===== src/rtl/alu_issue_pkg.sv =====
// Shared types for alu_issue_seq: instruction layout, FSM states, ALU operation
// codes and the instruction-opcode to ALU-operation mapping.
package alu_issue_pkg;

    localparam int NREGS   = 8;
    localparam int ADDR_W  = 3;
    localparam int DATA_W  = 8;
    localparam int ALUOP_W = 5;

    typedef enum logic [3:0] {
        OP_AND = 4'h0,
        OP_OR  = 4'h1,
        OP_NOT = 4'h2,
        OP_XOR = 4'h3,
        OP_ADD = 4'h4,
        OP_SUB = 4'h5,
        OP_PAR = 4'h6,
        OP_LSL = 4'h8,
        OP_LSR = 4'h9,
        OP_CMP = 4'hA
    } opcode_e;

    localparam logic [ALUOP_W-1:0] ALU_AND     = 5'b00000;
    localparam logic [ALUOP_W-1:0] ALU_OR      = 5'b00001;
    localparam logic [ALUOP_W-1:0] ALU_NOT     = 5'b00010;
    localparam logic [ALUOP_W-1:0] ALU_XOR     = 5'b00011;
    localparam logic [ALUOP_W-1:0] ALU_ADD     = 5'b00100;
    localparam logic [ALUOP_W-1:0] ALU_SUB     = 5'b00101;
    localparam logic [ALUOP_W-1:0] ALU_PAR     = 5'b00110;
    localparam logic [ALUOP_W-1:0] ALU_LSL     = 5'b10000;
    localparam logic [ALUOP_W-1:0] ALU_LSR     = 5'b10001;
    localparam logic [ALUOP_W-1:0] ALU_ILLEGAL = 5'b11111;

    typedef enum logic [1:0] {IDLE, DECODE, EXEC, WB} state_e;

    typedef struct packed {
        logic [3:0]        op;
        logic [ADDR_W-1:0] rd;
        logic [ADDR_W-1:0] rs1;
        logic [ADDR_W-1:0] rs2;
    } instr_t;

    // CMP reuses the subtractor purely for its compare flags.
    function automatic logic [ALUOP_W-1:0] map_op(input logic [3:0] op);
        logic [ALUOP_W-1:0] alu;
        case (op)
            OP_AND:  alu = ALU_AND;
            OP_OR:   alu = ALU_OR;
            OP_NOT:  alu = ALU_NOT;
            OP_XOR:  alu = ALU_XOR;
            OP_ADD:  alu = ALU_ADD;
            OP_SUB:  alu = ALU_SUB;
            OP_PAR:  alu = ALU_PAR;
            OP_LSL:  alu = ALU_LSL;
            OP_LSR:  alu = ALU_LSR;
            OP_CMP:  alu = ALU_SUB;
            default: alu = ALU_ILLEGAL;
        endcase
        return alu;
    endfunction

    function automatic logic op_is_legal(input logic [3:0] op);
        return map_op(op) != ALU_ILLEGAL;
    endfunction

endpackage


===== src/rtl/alu_issue_regfile.sv =====
// 8x8 register file for alu_issue_seq: two operand read ports, a debug read
// port, and writeback plus external preload writes (writeback wins on a clash).
module alu_issue_regfile
    import alu_issue_pkg::*;
(
    input  logic              clk,
    input  logic              rst_n,
    input  logic [ADDR_W-1:0] rd1_addr,
    output logic [DATA_W-1:0] rd1_data,
    input  logic [ADDR_W-1:0] rd2_addr,
    output logic [DATA_W-1:0] rd2_data,
    input  logic [ADDR_W-1:0] dbg_addr,
    output logic [DATA_W-1:0] dbg_data,
    input  logic              wb_en,
    input  logic [ADDR_W-1:0] wb_addr,
    input  logic [DATA_W-1:0] wb_data,
    input  logic              pre_en,
    input  logic [ADDR_W-1:0] pre_addr,
    input  logic [DATA_W-1:0] pre_data
);

    logic [DATA_W-1:0] mem_q [NREGS];
    logic [DATA_W-1:0] mem_d [NREGS];

    // Writeback is applied last so it overrides a preload to the same address.
    always_comb begin
        mem_d = mem_q;
        if (pre_en) mem_d[pre_addr] = pre_data;
        if (wb_en)  mem_d[wb_addr]  = wb_data;
    end

    always_ff @(posedge clk) begin
        if (!rst_n) begin
            for (int i = 0; i < NREGS; i++) mem_q[i] <= '0;
        end else begin
            mem_q <= mem_d;
        end
    end

    assign rd1_data = mem_q[rd1_addr];
    assign rd2_data = mem_q[rd2_addr];
    assign dbg_data = mem_q[dbg_addr];

endmodule


===== src/rtl/alu_issue_seq.sv =====
// Four-state decode/issue sequencer driving an external 8-bit combinational ALU.
// Optional feature: `ALU_ISSUE_ILLEGAL_TRAP_EN traps illegal opcodes (sticky flag, no commit).
module alu_issue_seq
    import alu_issue_pkg::*;
(
    input  logic        clk,
    input  logic        rst_n,
    input  logic        instr_valid,
    input  logic [12:0] instr,
    output logic        instr_ready,
    output logic [7:0]  alu_in1,
    output logic [7:0]  alu_in2,
    output logic [4:0]  alu_op,
    input  logic [7:0]  alu_out,
    input  logic        alu_equal,
    input  logic        alu_less,
    input  logic        reg_wr_en,
    input  logic [2:0]  reg_wr_addr,
    input  logic [7:0]  reg_wr_data,
    input  logic [2:0]  dbg_addr,
    output logic [7:0]  dbg_data,
    output logic        flag_eq,
    output logic        flag_lt,
    output logic        done,
    output logic        illegal
);

    state_e            state_q, state_d;
    instr_t            instr_q, instr_d;
    logic [DATA_W-1:0] in1_q, in1_d, in2_q, in2_d, res_q, res_d;
    logic [4:0]        op_q, op_d;
    logic              eq_q, eq_d, lt_q, lt_d;
    logic              flag_eq_q, flag_eq_d, flag_lt_q, flag_lt_d;
    logic              done_q, done_d, illegal_q, illegal_d;
    logic              wb_en;
    logic [DATA_W-1:0] rd1_data, rd2_data;

    alu_issue_regfile u_regfile (
        .clk      (clk),
        .rst_n    (rst_n),
        .rd1_addr (instr_q.rs1),
        .rd1_data (rd1_data),
        .rd2_addr (instr_q.rs2),
        .rd2_data (rd2_data),
        .dbg_addr (dbg_addr),
        .dbg_data (dbg_data),
        .wb_en    (wb_en),
        .wb_addr  (instr_q.rd),
        .wb_data  (res_q),
        .pre_en   (reg_wr_en),
        .pre_addr (reg_wr_addr),
        .pre_data (reg_wr_data)
    );

    always_comb begin
        state_d   = state_q;
        instr_d   = instr_q;
        in1_d     = in1_q;
        in2_d     = in2_q;
        op_d      = op_q;
        res_d     = res_q;
        eq_d      = eq_q;
        lt_d      = lt_q;
        flag_eq_d = flag_eq_q;
        flag_lt_d = flag_lt_q;
        illegal_d = illegal_q;
        done_d    = 1'b0;
        wb_en     = 1'b0;
        case (state_q)
            IDLE: begin
                if (instr_valid) begin
                    instr_d = instr_t'(instr);
                    state_d = DECODE;
                end
            end
            DECODE: begin
                in1_d   = rd1_data;
                in2_d   = rd2_data;
                op_d    = map_op(instr_q.op);
                state_d = EXEC;
            end
            EXEC: begin
                res_d   = alu_out;
                eq_d    = alu_equal;
                lt_d    = alu_less;
                done_d  = 1'b1;
                state_d = WB;
            end
            WB: begin
`ifdef ALU_ISSUE_ILLEGAL_TRAP_EN
                if (!op_is_legal(instr_q.op)) begin
                    illegal_d = 1'b1;
                end else begin
                    flag_eq_d = eq_q;
                    flag_lt_d = lt_q;
                    wb_en     = (instr_q.op != OP_CMP);
                end
`else
                flag_eq_d = eq_q;
                flag_lt_d = lt_q;
                wb_en     = (instr_q.op != OP_CMP);
`endif
                state_d = IDLE;
            end
            default: state_d = IDLE;
        endcase
    end

    always_ff @(posedge clk) begin
        if (!rst_n) begin
            state_q   <= IDLE;
            instr_q   <= '0;
            in1_q     <= '0;
            in2_q     <= '0;
            op_q      <= '0;
            res_q     <= '0;
            eq_q      <= 1'b0;
            lt_q      <= 1'b0;
            flag_eq_q <= 1'b0;
            flag_lt_q <= 1'b0;
            done_q    <= 1'b0;
            illegal_q <= 1'b0;
        end else begin
            state_q   <= state_d;
            instr_q   <= instr_d;
            in1_q     <= in1_d;
            in2_q     <= in2_d;
            op_q      <= op_d;
            res_q     <= res_d;
            eq_q      <= eq_d;
            lt_q      <= lt_d;
            flag_eq_q <= flag_eq_d;
            flag_lt_q <= flag_lt_d;
            done_q    <= done_d;
            illegal_q <= illegal_d;
        end
    end

    assign instr_ready = rst_n && (state_q == IDLE);
    assign alu_in1     = in1_q;
    assign alu_in2     = in2_q;
    assign alu_op      = op_q;
    assign flag_eq     = flag_eq_q;
    assign flag_lt     = flag_lt_q;
    assign done        = done_q;
    assign illegal     = illegal_q;

endmodule


===== config.mk =====
export PLATFORM = sky130hd
export DESIGN_NAME = alu_issue_seq
export DESIGN_NICKNAME = d
export VERILOG_FILES = /design/src/rtl/alu_issue_pkg.sv /design/src/rtl/alu_issue_regfile.sv /design/src/rtl/alu_issue_seq.sv
export SDC_FILE = /design/constraint.sdc
export NUM_CORES = 1
export LEC_CHECK = 0
export CORE_MARGIN = 3
export CORE_UTILIZATION = 39
export CTS_BUF_LIST = sky130_fd_sc_hd__clkbuf_16
export DETAILED_ROUTE_END_ITERATION = 16
export PLACE_DENSITY_LB_ADDON = 0.2
export SYNTH_ARGS = -nofsm -noshare
export SYNTH_HDL_FRONTEND = slang
export SYNTH_SLANG_ARGS = --single-unit

===== constraint.sdc =====
create_clock -name clk -period 2 [get_ports clk]
set_clock_uncertainty 0.05 [all_clocks]
set_input_delay 0.3 -clock clk [delete_from_list [all_inputs] [get_ports clk]]
set_output_delay 0.3 -clock clk [all_outputs]
set_load 0.005 [all_outputs]

==> results.cfg <==
[setup_path]
r2r_slack_ns = 0.29
cp-startpoint = u_regfile.mem_q[8]$_SDFF_PN0_
critPathCapture = dbg_data[0]
cp-start-kind = register
r2r_start = state_q[1]$_SDFFE_PN0P_
critPathRequiredTime_ns = 1.65
arrival_ns = 1.66
worstSetupEndpointType = primary output
setup.worst_path.class = reg2out
reg2reg_to = u_regfile.mem_q[3]$_SDFF_PN0_
reg2reg_depth = 4
path_max_fanout = 4

[floorplanning]
start_util = 0.401
die_h_um = 137
die_area_sq_um = 18700
coreArea_sq_um = 16600
rows = 47
fp.dieW_um = 137
io_pins = 75

[clock_tree]
cts_buffers = 17
path_clk_slew_ns = 0.06
clkSinkCount = 113
root_buffer = clkbuf_16
cts_tree = built
clkLatencyLatePin_ns = 0.42
clk_path_buf_depth = 2
ctsHoldBuffers = 0
cts_max_level = 4

[status]
run_status = complete, but fails checks
violations = negative setup slack

[cells_and_area]
multi_input_area_sq_um = 4010
synthToLayoutAreaGrowth_pct = 29.5
finalNonFillerCells = 990
fin_nets = 803
final_layout_size_suffix_gt1_frac = 0.294
num_antenna_cells = 0
stdcell_area_sq_um = 8640
register_area_sq_um = 2320
nFillCells = 1527

[synthesis]
synth.net_count = 703
ys_ff_latch = 113
synth_top_area_share = 0.339
yosysSeqAreaShare = 0.339
synth_area_leader_cell = dfxtp_1
synth_area_sq_um = 6670
postSynthCellCount = 657
ys_warn_count = 0
synth_common_cells = dfxtp_1, mux2i_1, nand2_1
synth_edf_count = 0
synth.area.top_cells = dfxtp_1, mux2i_1, o211a_1
synth.most_common_cell = dfxtp_1
postSynthAreaPerCell_sq_um = 10.2
async_reset_ff_frac = 0
synth_ff_type = dfxtp_1
synth.distinct_cells = 41

[grt]
grtUsageTotal = 0.225
first_global_vias = 5689
grt-ovfl-total = 0
antenna_found_initial = 0
grt_pass1_wl_mm = 31.8
grt_max_degree = 114

[drt]
routed_wl_mm = 20.3
vias_per_cell = 5.64
routedWlPerCell_um = 20.6
drtIter0Drc = 431
route.detailed.drc = 0
postRouteAntennaNets = 0
vias = 5582
drt-pass1-iter-count = 4

[placed_design]
dp_cells = 939
place.gp.congestion = 0.866
port_buffers = 73
dp_slack_ns = -0.666
dp_hpwl_mm = 13.7
placed_cell_area_sq_um = 7880

[hold_path]
hold_path.class = in2reg

[flow_run]
maxCapViolCount = 0

[power_and_ir_drop]
power.leakage_nw = 4.25
ir_drop_uv = 650
pwr_density_cell_nw_per_um2 = 927

[timing]
worst_slew_pin_slew_ns = 0.538
min_period_over_period = 1.01
slew_headroom = 0.641
final_hold_viol_count = 0
max_freq_mhz = 497
worst_slack_ns = -0.0117
fin_crit_ns = 2.01
finalSetupTns_ns = -0.0117
drv_slew = 0
setup_viol = 1
rsz0062_at_grt = true
-- per-layer routing --
metal / GRT usage / up-vias / part of all wire
met4: 0.0854 / 0 / 0.035
li1: - / 2642 / -
met5: 0 / - / 0
met2: 0.391 / 184 / 0.49
met3: 0.0493 / 55 / 0.055
met1: 0.271 / 2701 / 0.42
-- layout make-up --
cell class	instances	share of cell area
tap	220	0.0319
clock inverter	15	0.0146
inverter	4	0.00203
sequential	113	0.268
multi-input combinational	471	0.464
timing repair buffer	150	0.170
clock buffer	17	0.0492
-- repair_timing --
| item | 4_1_cts | 5_1_grt |
|---|---|---|
| resized for setup | 106 | 11 |
| setup endpoints to repair | 9 | 7 |
| pin swaps | 1 | 0 |
| buffers inserted | 15 | 3 |
| cloned | 1 | 0 |
-- through the flow --
stage | util | power, mW | hold WS (ns)
after floorplan | - | 4.18 | 0.395
after CTS | 0.516 | 8.06 | 0.384
final | 0.519 | 8.01 | 0.392
after global routing | 0.519 | 8.42 | 0.407
after global placement | 0.474 | 5.06 | 0.437
after detailed placement | 0.474 | 5.11 | 0.448
-- placed cells by master (no fill, tap or decap), drive strengths merged, types with 17 or more instances in the layout --
cell,netlist,routed
buf,33,87
dfxtp,113,113
mux2,40,40
nand2,97,97
a21oi,19,19
o21ai,22,22
o211a,66,66
clkdlybuf4s50,0,61
clkbuf,36,17
mux2i,109,109
-- sequential cells by signal (all words and copies together) (netlist names) --
name             count
u_regfile.mem_q     64
flag_lt              1
alu_in2              8
alu_in1              8
res_q                8
alu_op               5
lt_q                 1
instr_q             13
flag_eq              1
eq_q                 1
state_q              2
done                 1
-- critical path: stages (launching register included) --
cell and delay (ns):
dfxtp_4 0.36, mux4_2 0.47, mux2_4 0.30, buf_6 0.12
-- power by group --
| group | switching, mW | internal, mW |
|---|---|---|
| clock | 1.07 | 1.79 |
| sequential | 0.314 | 2.58 |
| combinational | 1.06 | 1.19 |
| total | 2.45 | 5.56 |
-- worst min path at each step --
stage / from / endpoint / cells after the start
after detailed placement: instr_q[3]$_SDFFE_PN0P_ / instr_q[3]$_SDFFE_PN0P_ / 2
after global placement: instr_q[3]$_SDFFE_PN0P_ / instr_q[3]$_SDFFE_PN0P_ / 2
after CTS: instr[0] / instr_q[0]$_SDFFE_PN0P_ / 3
after global routing: instr[10] / instr_q[10]$_SDFFE_PN0P_ / 3
after floorplan: instr[10] / instr_q[10]$_SDFFE_PN0P_ / 2
final: instr[0] / instr_q[0]$_SDFFE_PN0P_ / 3
-- cells by family (layout without fill, tap and decap cells) --
kind of cell,after synthesis,in the layout,synth area share
other cells,1,1,0.000562
simple gates,143,143,0.110
compound gates,157,157,0.188
mux,165,165,0.294
fa+ha+maj,5,5,0.00938
buf+inv,73,186,0.0595
flops,113,113,0.339
No activity file was read; power rests on OpenSTA's default activity.
